===== config.mk =====
export PLATFORM = sky130hd
export DESIGN_NAME = distribute_1x2_cmd_scheduler
export DESIGN_NICKNAME = d
export VERILOG_FILES = /design/src/rtl/dist_sched_pkg.sv /design/src/rtl/dist_cmd_table.sv /design/src/rtl/distribute_1x2_cmd_scheduler.sv
export SDC_FILE = /design/constraint.sdc
export NUM_CORES = 1
export LEC_CHECK = 0
export ABC_AREA = 1
export CORE_MARGIN = 2
export CORE_UTILIZATION = 40
export DETAILED_ROUTE_END_ITERATION = 10
export DONT_BUFFER_PORTS = 1
export PLACE_DENSITY_LB_ADDON = 0.2
export SLEW_MARGIN = 20
export SYNTH_ARGS = -nofsm -noshare
export SYNTH_HDL_FRONTEND = slang
export SYNTH_HIERARCHICAL = 1
export SYNTH_SLANG_ARGS = --single-unit

===== constraint.sdc =====
create_clock -name clk -period 2.6 [get_ports clk]
set_input_delay 0.39 -clock clk [delete_from_list [all_inputs] [get_ports clk]]
set_output_delay 0.39 -clock clk [all_outputs]
set_load 0.02 [all_outputs]

===== src/rtl/dist_sched_pkg.sv =====
// Shared definitions for the distribute_1x2 command scheduler.
//   CMD_*  : switch command encodings (NA / low / high / dup)
//   state_t: scheduler FSM states
package dist_sched_pkg;

  localparam logic [1:0] CMD_NA   = 2'b00;
  localparam logic [1:0] CMD_LOW  = 2'b01;
  localparam logic [1:0] CMD_HIGH = 2'b10;
  localparam logic [1:0] CMD_DUP  = 2'b11;

  typedef enum logic [1:0] {
    ST_IDLE  = 2'd0,
    ST_RUN   = 2'd1,
    ST_FLUSH = 2'd2
  } state_t;

endpackage


===== src/rtl/dist_cmd_table.sv =====
// Command table: DEPTH entries of {cmd, repeat}.
//   clk, rst          : clock, synchronous active-high clear of every entry
//   wr_en/wr_addr/... : synchronous write port
//   rd_addr           : combinational read index
//   rd_cmd/rd_repeat  : entry at rd_addr
module dist_cmd_table #(
  parameter int CMD_WIDTH    = 2,
  parameter int DEPTH        = 8,
  parameter int ADDR_WIDTH   = 3,
  parameter int REPEAT_WIDTH = 8
) (
  input  logic                    clk,
  input  logic                    rst,
  input  logic                    wr_en,
  input  logic [ADDR_WIDTH-1:0]   wr_addr,
  input  logic [CMD_WIDTH-1:0]    wr_cmd,
  input  logic [REPEAT_WIDTH-1:0] wr_repeat,
  input  logic [ADDR_WIDTH-1:0]   rd_addr,
  output logic [CMD_WIDTH-1:0]    rd_cmd,
  output logic [REPEAT_WIDTH-1:0] rd_repeat
);

  logic [DEPTH-1:0][CMD_WIDTH-1:0]    cmd_mem;
  logic [DEPTH-1:0][REPEAT_WIDTH-1:0] rep_mem;

  for (genvar i = 0; i < DEPTH; i++) begin : g_entry
    always_ff @(posedge clk) begin
      if (rst) begin
        cmd_mem[i] <= '0;
        rep_mem[i] <= '0;
      end else if (wr_en && wr_addr == ADDR_WIDTH'(i)) begin
        cmd_mem[i] <= wr_cmd;
        rep_mem[i] <= wr_repeat;
      end
    end
  end

  assign rd_cmd    = cmd_mem[rd_addr];
  assign rd_repeat = rep_mem[rd_addr];

endmodule


===== src/rtl/distribute_1x2_cmd_scheduler.sv =====
// Programmable command sequencer for a distribute_1x2_simple_seq switch.
// Plays a table of {cmd, repeat} entries against an upstream valid/ready
// stream and inserts CMD_NA bubbles so the switch output never holds stale
// valids. Data goes straight from the producer to the switch; this block only
// supplies control.
// Ports:
//   clk, rst            : clock, synchronous active-high reset
//   cfg_wr_*            : table write port (IDLE only)
//   cfg_num_entries     : entries to play, 1..DEPTH, sampled at start
//   start / stop        : begin playback (IDLE) / abort (RUN)
//   loop_en             : wrap to entry 0 instead of finishing, sampled at start
//   in_valid, in_ready  : upstream handshake
//   sw_valid/sw_en/sw_cmd : switch control (i_valid, i_en, i_cmd)
//   busy                : RUN or FLUSH
//   done                : one-cycle pulse during the FLUSH cycle
// Optional: define DIST_SCHED_BEAT_CNT_EN to add a saturating 32-bit beat_cnt
// output counting accepted beats since the last start.
module distribute_1x2_cmd_scheduler
  import dist_sched_pkg::*;
#(
  parameter int CMD_WIDTH    = 2,
  parameter int DEPTH        = 8,
  parameter int ADDR_WIDTH   = 3,
  parameter int REPEAT_WIDTH = 8
) (
  input  logic                    clk,
  input  logic                    rst,
  input  logic                    cfg_wr_en,
  input  logic [ADDR_WIDTH-1:0]   cfg_wr_addr,
  input  logic [CMD_WIDTH-1:0]    cfg_wr_cmd,
  input  logic [REPEAT_WIDTH-1:0] cfg_wr_repeat,
  input  logic [ADDR_WIDTH:0]     cfg_num_entries,
  input  logic                    start,
  input  logic                    stop,
  input  logic                    loop_en,
  input  logic                    in_valid,
  output logic                    in_ready,
  output logic                    sw_valid,
  output logic                    sw_en,
  output logic [CMD_WIDTH-1:0]    sw_cmd,
  output logic                    busy,
  output logic                    done
`ifdef DIST_SCHED_BEAT_CNT_EN
  ,
  output logic [31:0]             beat_cnt
`endif
);

  state_t                  state;
  logic [ADDR_WIDTH-1:0]   ptr;
  logic [REPEAT_WIDTH-1:0] rep_cnt;
  logic [ADDR_WIDTH:0]     num;
  logic                    loop;
  logic [CMD_WIDTH-1:0]    ent_cmd;
  logic [REPEAT_WIDTH-1:0] ent_rep;
  logic                    hs;
  logic                    last;
  logic                    start_ok;

  dist_cmd_table #(
    .CMD_WIDTH   (CMD_WIDTH),
    .DEPTH       (DEPTH),
    .ADDR_WIDTH  (ADDR_WIDTH),
    .REPEAT_WIDTH(REPEAT_WIDTH)
  ) u_table (
    .clk      (clk),
    .rst      (rst),
    .wr_en    (cfg_wr_en && state == ST_IDLE),
    .wr_addr  (cfg_wr_addr),
    .wr_cmd   (cfg_wr_cmd),
    .wr_repeat(cfg_wr_repeat),
    .rd_addr  (ptr),
    .rd_cmd   (ent_cmd),
    .rd_repeat(ent_rep)
  );

  assign start_ok = cfg_num_entries != '0 &&
                    cfg_num_entries <= (ADDR_WIDTH+1)'(DEPTH);
  assign last     = {1'b0, ptr} == num - (ADDR_WIDTH+1)'(1);

  // Control is combinational so the command lines up with the beat the
  // switch captures in the same cycle. While rst is high sw_en stays on so
  // the switch's own synchronous reset is actually clocked in.
  always_comb begin
    in_ready = 1'b0;
    sw_en    = 1'b0;
    sw_valid = 1'b0;
    sw_cmd   = CMD_NA;
    busy     = 1'b0;
    if (rst) begin
      sw_en = 1'b1;
    end else if (state != ST_IDLE) begin
      sw_en    = 1'b1;
      sw_valid = 1'b1;   // bubble unless a beat is accepted below
      busy     = 1'b1;
      if (state == ST_RUN) begin
        in_ready = ~stop;
        if (in_valid && !stop) sw_cmd = ent_cmd;
      end
    end
  end

  assign hs = in_ready & in_valid;

  always_ff @(posedge clk) begin
    if (rst) begin
      state   <= ST_IDLE;
      ptr     <= '0;
      rep_cnt <= '0;
      num     <= '0;
      loop    <= 1'b0;
      done    <= 1'b0;
`ifdef DIST_SCHED_BEAT_CNT_EN
      beat_cnt <= '0;
`endif
    end else begin
      done <= 1'b0;
      case (state)
        ST_IDLE: begin
          if (start && start_ok) begin
            num     <= cfg_num_entries;
            loop    <= loop_en;
            ptr     <= '0;
            rep_cnt <= '0;
            state   <= ST_RUN;
`ifdef DIST_SCHED_BEAT_CNT_EN
            beat_cnt <= '0;
`endif
          end
        end
        ST_RUN: begin
          if (stop) begin
            state <= ST_FLUSH;
            done  <= 1'b1;    // done is high for exactly the FLUSH cycle
          end else if (hs) begin
`ifdef DIST_SCHED_BEAT_CNT_EN
            if (beat_cnt != '1) beat_cnt <= beat_cnt + 32'd1;
`endif
            // Compare before incrementing so an all-ones repeat gives
            // 2**REPEAT_WIDTH beats without wrapping rep_cnt.
            if (rep_cnt == ent_rep) begin
              rep_cnt <= '0;
              if (last) begin
                ptr <= '0;
                if (!loop) begin
                  state <= ST_FLUSH;
                  done  <= 1'b1;
                end
              end else begin
                ptr <= ptr + ADDR_WIDTH'(1);
              end
            end else begin
              rep_cnt <= rep_cnt + REPEAT_WIDTH'(1);
            end
          end
        end
        ST_FLUSH: state <= ST_IDLE;
        default:  state <= ST_IDLE;
      endcase
    end
  end

endmodule

# Word-level counts from Yosys, hierarchy flattened
# Cells that the tools add are included.
# W data, S select, Z words.
# word_totals
output_inout_bits,7
mem_bits_rw,0
reg_bits,99
latch_bits,0
in_bits,24
n_memories,0
mem_bits_ro,0
wordCells,108
# classes
n_lt_le_gt_ge,2
n_mux,37
mul,0
bitwise,3
n_div,0
n_shift,0
n_addsub,3
eq_ne,18
n_reduce_logical,23
# op_table
operator,n
$mux W8,5
$bmux W8 S3,1
$mux W2,11
$pmux W8 S2,1
$mux W3,5
$eq A3 B3 Y1 const B,4
$logic_and A1 B1 Y1,12
$mux W1,11
$reduce_and A5 Y1,2
$ne A3 B3 Y1 const B,3
$add A8 B1 Y8 const B,1
$eq A8 B8 Y1,1
$bmux W2 S3,1
$eq A3 B2 Y1 const B,2
$pmux W3 S2,1
$eq A3 B4 Y1,1
$le A4 B4 Y1 const B,1
$lt A3 B4 Y1 const B,1
$ne A2 B1 Y1 const B,2
$ne A2 B2 Y1 const B,2
$pmux W2 S2,1
$reduce_and A4 Y1,1
$reduce_bool A2 Y1,2
$reduce_bool A4 Y1,1
other kinds (12),13

# Depth between registers and ports, before layout
# Gate-level depths: netlist of the first run.
# depth
depth_word,8
ltp_mapped,20
mapped_depth_nobuf,18

# By module
# Netlist of the first run, hierarchy kept.
# modules_own_cells
module,seq_area_each_um2,area_each_um2,cells_per_inst,n_inst
dist_cmd_table,1601.5,3885.0,631,1
distribute_1x2_cmd_scheduler,380.4,1355.0,227,1

# Worst setup path before layout of the first run
# OpenSTA, ideal clock, no wires.
# synth_path
kind,reg2reg
start,register ptr[0]
end,register ptr[0]
required_ns,2.491
period_less_slack_ns,1.919
n_path_buf,2
setup_time_ns,0.109
path_stages_with_launch,19
arrival_ns,1.810
setup_slack_ns,0.681
cell_sequence,dfxtp_1 -> buf_2 -> inv_2 -> buf_4 -> nand2_1 -> nand3_1 -> nand2_1 -> nand2_1 -> nand2_1 -> xnor2_1 -> nand2_1 -> nor2_1 -> nand2_2 -> nand2_1 -> nand3_1 -> nand2_1 -> nand2_1 -> nand2_1 -> inv_1
# synth_via
elab_cells_between_ends,12
cone_classes,add/sub (1); eq/ne (3); mux (7); reduce/logical (1)
# synth_lines
item,line,text
"start, declared",distribute_1x2_cmd_scheduler.sv:50,logic [ADDR_WIDTH-1:0] ptr;
"start signal, assigned",distribute_1x2_cmd_scheduler.sv:150,ptr <= ptr + ADDR_WIDTH'(1);
$bmux W8 S3,dist_cmd_table.sv:39,assign rd_repeat = rep_mem[rd_addr];
$mux W8 (not written as such),dist_cmd_table.sv:39,
named net ent_rep[6],distribute_1x2_cmd_scheduler.sv:55,logic [REPEAT_WIDTH-1:0] ent_rep;
$eq A8 B8 Y1,distribute_1x2_cmd_scheduler.sv:141,if (rep_cnt == ent_rep) begin
$ne A2 B1 Y1 (no source line),--,
$reduce_and A5 Y1 (no source line),--,
# The timed path passes the listed nets, and every way through them passes these cells. The select of a mux whose other input is x is not followed.
# A chain may end at the register's enable or synchronous reset.

# Final worst setup path of the first run
# Ends and elaborated chain as after synthesis.

==> results.toml, run 1 <==
[logic_synthesis]
synth-seq-cells = 99
synth_top_cell_by_area = "dfxtp_1"
synth_cell_types = 32
synth_area_leaders = "dfxtp_1 (38%), nand2_1 (15%), nor2_1 (14%)"
synthArstFlopShare_pct = 0
yosys.cell_count.top_type = "nand2_1"
seq_area_frac_synth_pct = 37.8
synth_edf_count = 0
avgSynthCellArea_um2 = 6.11
synth_area_mm2 = 0.00524
ys.warnings.count = 6
synth_cells = 858
synthTopCellsByCount = "nand2_1 (210), nor2_1 (193), inv_1 (125), dfxtp_1 (99), o21ai_0 (57)"
synthFlopType = "dfxtp_1"
synth_nets = 885
synth_top_area_share_pct = 37.8

[job]
drv_cap = 0

[worst_setup_path]
startpoint_type = "register"
reg2reg_from = "ptr[0]$_SDFFE_PP0P_"
arrival_ps = 2460
cp_cell_sequence = "buf_4, nand2_1, nand3_1, nand2_1, nand2_1, nand2_1, xnor2_1, nand2_1, nor2_1, nand2_2, nand2_1, nand3_1, nand2_1, nand2_1, nand2_1, inv_1"
crit_top_cell = "nand2_1"
timing_worst_setup_path_type = "register to register"
crit_path_max_fanout = 28
slowest_delay_ps = 360
timing.rr.end = "ptr[0]$_SDFFE_PP0P_"
reg2regPathDepth = 16
rrSetupSlack_ps = 390
crit_start = "ptr[0]$_SDFFE_PP0P_"
crit_slowest_cell = "dfxtp_1"
crit_path_end_kind = "register"
crit_required_ps = 2860

[power]
swShare_pct = 30.5
power_frac_seq_pct = 45.0
switchingPower_w = 0.00109
vdd_ir_drop_max_v = 0.000360
powerDensity_mw_per_mm2 = 627
power.internal_w = 0.00248
power.leakage_nw = 2.52
clkPwrFrac_pct = 36.6
pwr-share-comb_pct = 18.4

[die]
fp.dieW_um = 118
num_rows = 41
core_area_mm2 = 0.0127
pin_count = 31
dieArea_mm2 = 0.0140
start_util_pct = 41.2
die_h_um = 118

[timing]
worstMarginPinSlew_ps = 721
final.period_utilization_pct = 84.8
rsz0062_at_grt = "false"
hold_viol_final = 0
layout_min_cycle_time_ps = 2210
fin_skew_ps = 9.40
finalSetupTns_ps = 0
fmax_mhz = 454
setup_viol_count_final = 0
relSlewSlack_pct = 51.7
slew_violations = 0

[min_path]
hp-start = "rst"
min_to = "ptr[2]$_SDFFE_PP0P_"
hold-path-cell-count = 1
min_path_type = "primary input to register"

[grt]
grtUsageTotal_pct = 20.9
grt_pass1_vias = 4580
grt_pass1_wl_um = 23300
grt_max_degree = 81
antenna_found_initial = 0
grt-ovfl-total = 0

[cts]
cts.path.max_buffers = 2
hold_buffers = 0
root_buffer = "clkbuf_16"
ctsResizeCount = 0
post-cts-setup-buffers = 0
cts_buffers = 9
cts_tree = "done"
clock_latency_ps = 360
path_clk_slew_ps = 70
cts_sinks = 99
htreeDepth = 3

[place]
dp.cells = 1013
gp_congestion = 0.826
hpwl_um = 9530
post_dp_cell_area_mm2 = 0.00540
io_buffers = 0

[cells_and_area]
finalInstanceArea_mm2 = 0.00568
fin_util_pct = 44.7
instances_no_fill = 1029
nets = 879
n_antenna_cell = 0
area_delta_synth_final_pct = 8.45
drive_gt1_share_pct = 5.72

[routing]
vias = 4815
ant_nets = 0
initialDrtViolationCount = 375
totalWireLength_um = 14000
dr.pass1.iters = 4
vias_per_cell = 4.68
drcViolationCount = 0
wl_per_cell_um = 13.6

[status]
status = "complete, no violations"
-- cells in the final DEF (no fill, tap or decap), types with 3 or more instances in the layout --
cell / Yosys / routed
nor3_1: 3 / 3
nor2_1: 193 / 193
o21ai_0: 57 / 57
nand4_1: 3 / 3
dfxtp_1: 99 / 99
inv_2: 5 / 5
nand2_1: 210 / 210
inv_1: 125 / 124
nand3_1: 54 / 54
o21ai_1: 32 / 32
xnor2_1: 4 / 4
buf_4: 5 / 15
a21oi_1: 9 / 9
clkinv_1: 8 / 9
ha_1: 3 / 3
nor2_4: 3 / 3
clkbuf_16: 0 / 9
nand2_2: 3 / 3
-- power groups by stage --
| stage | combinational (W) | clock, W | sequential, W |
|---|---|---|---|
| finish | 0.000656 | 0.00130 | 0.00160 |
| global route | 0.000766 | 0.00140 | 0.00161 |
| CTS | 0.000657 | 0.00133 | 0.00160 |
| detailed placement | 0.000654 | 0 | 0.00164 |
| global placement | 0.000657 | 0 | 0.00164 |
| floorplan | 0.000522 | 0 | 0.00163 |
-- final cells by class --
class,count,area [µm²]
fill,1444,7040
sequential,99,1980
tap,172,215
clock buffer,12,246
multi-input combinational,587,2550
clock inverter,4,33.8
timing repair buffer,16,133
inverter,139,527
-- cells by family (layout without fill, tap and decap cells) --
| logic type | Yosys count | after routing | share of synthesized area [%] |
|---|---|---|---|
| compound gates | 99 | 99 | 9.53 |
| xor+xnor | 6 | 6 | 1.00 |
| fa+ha+maj | 3 | 3 | 0.716 |
| buf+inv | 172 | 171 | 13.6 |
| flops | 99 | 99 | 37.8 |
| simple gates | 479 | 479 | 37.3 |
-- per-stage QoR --
| step | worst slack [ps] | power (W) | hold WS, ps |
|---|---|---|---|
| final | 395 | 0.00356 | 96.9 |
| after global routing | 31.5 | 0.00378 | 86.5 |
| after CTS | 401 | 0.00359 | 85.6 |
| after detailed placement | 416 | 0.00229 | 464 |
| after global placement | 394 | 0.00229 | 462 |
| after floorplan | 681 | 0.00215 | 445 |
-- worst max-delay path by stage --
stage                                             endpoint  slack, ps  cells after the start
after floorplan                        ptr[0]$_SDFFE_PP0P_        680                     18
after global placement    u_table/rep_mem[49]$_SDFFE_PP0P_        390                     10
after detailed placement  u_table/rep_mem[54]$_SDFFE_PP0P_        420                     10
after CTS                 u_table/rep_mem[54]$_SDFFE_PP0P_        400                     10
after global routing                   ptr[0]$_SDFFE_PP0P_         30                     18
final                                  ptr[0]$_SDFFE_PP0P_        390                     16
-- critical path, delay by kind of cell (launching register included) --
family                    cells  cell delay, ps
and+or+nand+nor              13            1240
buffers and inverters         2             350
DFF                           1             360
xor gates and xnor gates      1             150
-- registers in the layout, summed over array words and instances, names as in the netlist --
name             count
done                 1
loop                 1
num                  4
ptr                  3
rep_cnt              8
state                2
u_table/cmd_mem     16
u_table/rep_mem     64
-- layer usage --
layer  global-route usage [%]  wire length, µm
met3                     5.69              809
met2                     31.2             5900
met4                     6.55              148
met1                     29.3             7120
met5                        0                0
Note: power is estimated with default switching activity, not from simulation.
==> inputs of run 2 (changes only) <==
==> constraint.sdc (replaced) <==
create_clock -name clk -period 1.9 [get_ports clk]
set_input_delay 0.285 -clock clk [delete_from_list [all_inputs] [get_ports clk]]
set_output_delay 0.285 -clock clk [all_outputs]
set_load 0.02 [all_outputs]
==> run 2 against run 1 <==
Net effect:
- the run now ends with setup timing left
- count of clock-buffer cells in the layout is 1 lower
- largest power group unchanged
- die area stayed put
- critical path type is now register to output port
- power is 57% higher
- sequential share of layout area is 4.7 points lower
- clock power is 52% higher
- largest cell class unchanged
- flip-flop and latch count stayed put
- critical path depth is 5 lower
==> results.toml, run 2 (synthesis results as in run 1) <==
[routing]
ant_nets = 0
vias = 5036
drcViolationCount = 0
vias_per_cell = 4.73
dr.max_layer_used = "met4"
wl_met2_um = 6790
dr.pass1.iters = 5
totalWireLength_um = 15200
initialDrtViolationCount = 404
wl_met3_um = 710
wl_met1_um = 7550
wl_per_cell_um = 14.3

[die]
pin_count = 31
die_h_um = 118
start_util_pct = 41.2
core_area_mm2 = 0.0127
dieArea_mm2 = 0.0140
num_rows = 41
fp.dieW_um = 118

[worst_setup_path]
critPathCapture = "sw_cmd[1]"
cp_cell_sequence = "clkinv_8, buf_12, buf_6, nand2_2, nand3_1, nand2_2, nand2_1, nand2_1, inv_2, nor2_4, buf_6"
reg2reg_from = "ptr[0]$_SDFFE_PP0P_"
worst-path-buf-inv = 5
arrival_ps = 1750
cp.depth = 11
timing.rr.end = "rep_cnt[6]$_SDFFE_PP0P_"
timing_worst_setup_path_type = "register to output port"
crit_path_end_kind = "output port"
crit_start = "ptr[0]$_SDFFE_PP0P_"
cp_top_family = "buffers and inverters"
crit_slowest_cell = "dfxtp_4"
rrSetupSlack_ps = -120
startpoint_type = "register"
slowest_delay_ps = 410
crit_required_ps = 1620
crit_path_max_fanout = 7
reg2regPathDepth = 17

[cts]
path_clk_slew_ps = 70
cts.path.max_buffers = 2
htreeDepth = 3
cts_tree = "done"
cts_sinks = 99
cts_buffers = 9
clock_latency_ps = 360
root_buffer = "clkbuf_16"

[cells_and_area]
largest_register_ff_count = 64
reg_top3 = "u_table/rep_mem: 64 flops, u_table/cmd_mem: 16 flops, rep_cnt: 8 flops"
n_antenna_cell = 0
drive_gt1_share_pct = 19.4
instances_no_fill = 1065
most-common-layout-cells = "nor2_1 (189), nand2_1 (162), inv_1 (122)"
largest_register = "u_table/rep_mem"
final_common_cell = "nor2_1"
nets = 915
area_delta_synth_final_pct = 25.7

[power]
power.leakage_nw = 2.85
powerDensity_mw_per_mm2 = 852
vdd_ir_drop_max_v = 0.000650

[status]
violations = "setup timing"
status = "complete, but fails checks"

[timing]
fin_skew_ps = 9.21
hold_slack_ps = 53.2
worstMarginPinSlew_ps = 479
setup_slack_ps = -133
layout_min_cycle_time_ps = 2030
setup_viol_count_final = 16
rsz0062_at_grt = "true"
hold_viol_final = 0
relSlewSlack_pct = 68.0
final.period_utilization_pct = 107
fmax_mhz = 492
slew_violations = 0

[grt]
grtUsageTotal_pct = 21.3
grt-ovfl-total = 0
grt_pass1_wl_um = 23600
grt_max_degree = 81
antenna_found_initial = 0
grt_pass1_vias = 4525

[place]
io_buffers = 0
dp.cells = 1038
hpwl_um = 9990
gp_congestion = 0.842

[min_path]
min_path_type = "primary input to register"

[job]
drv_cap = 0
==> run 2: worst min path at each step <==
stage	from	endpoint	cells past startpoint
5_1_grt	rst	state[0]$_SDFFE_PP0P_	1
2_1_floorplan	rst	ptr[2]$_SDFFE_PP0P_	1
6_report	rst	state[0]$_SDFFE_PP0P_	1
4_1_cts	rst	state[0]$_SDFFE_PP0P_	1
3_5_place_dp	rst	rep_cnt[3]$_SDFFE_PP0P_	1
3_3_place_gp	rst	rep_cnt[3]$_SDFFE_PP0P_	1
==> run 2: final cells by class <==
class | count | area (µm²)
Clock buffer | 11 | 253
Sequential cell | 99 | 1990
Clock inverter | 5 | 66.3
Multi-Input combinational cell | 587 | 2880
Tap cell | 172 | 215
Inverter | 139 | 543
Timing Repair Buffer | 52 | 646
Fill cell | 1336 | 6130
==> run 2: repair_timing <==
| item | CTS | global route |
|---|---|---|
| pin swaps | 11 | 20 |
| resized for setup | 23 | 89 |
| hold endpoints to repair | 3 | 0 |
| endpoints found under the setup margin | 16 | 20 |
| setup buffers | 0 | 3 |
| gates cloned | 2 | 5 |
| hold buffers | 1 | 0 |
==> run 2: power breakdown <==
part	leakage [nW]	switching, W	internal, W
clock network	0.155	0.000865	0.00111
registers	0.805	0.0000515	0.00215
logic	1.89	0.000810	0.000622
==> run 2: routing by layer <==
metal	up-vias	track usage, %
met2	108	32.6
li1	2659	-
met1	2257	30.2
met5	-	0
met3	12	5.16
met4	0	5.06
==> run 2: worst reg2reg max path, stage by stage, from the launching register on <==
cell,delay [ps]
dfxtp_4,410
clkinv_8,110
buf_12,160
nand2_1,60
nand3_1,80
nand2_2,90
nand2_2,70
nand2_2,80
nand2_1,50
nand2_1,80
nand2_2,70
nor2_4,150
nand2_4,90
buf_12,140
nand3_2,90
nor2_4,40
nor2_2,100
nor2_1,40
==> run 2: per-stage QoR <==
| step | instance area [µm²] | power [W] | setup TNS (ps) | util [%] | setup WS (ps) |
|---|---|---|---|---|---|
| after floorplan | 5250 | 0.00296 | 0 | - | 8.96 |
| after global placement | 5680 | 0.00330 | -893 | 44.7 | -120 |
| after detailed placement | 5680 | 0.00330 | -925 | 44.7 | -123 |
| after CTS | 6130 | 0.00534 | -317 | 48.2 | -52.5 |
| after global routing | 6590 | 0.00589 | -3550 | 51.8 | -260 |
| final | 6590 | 0.00561 | -1360 | 51.8 | -133 |
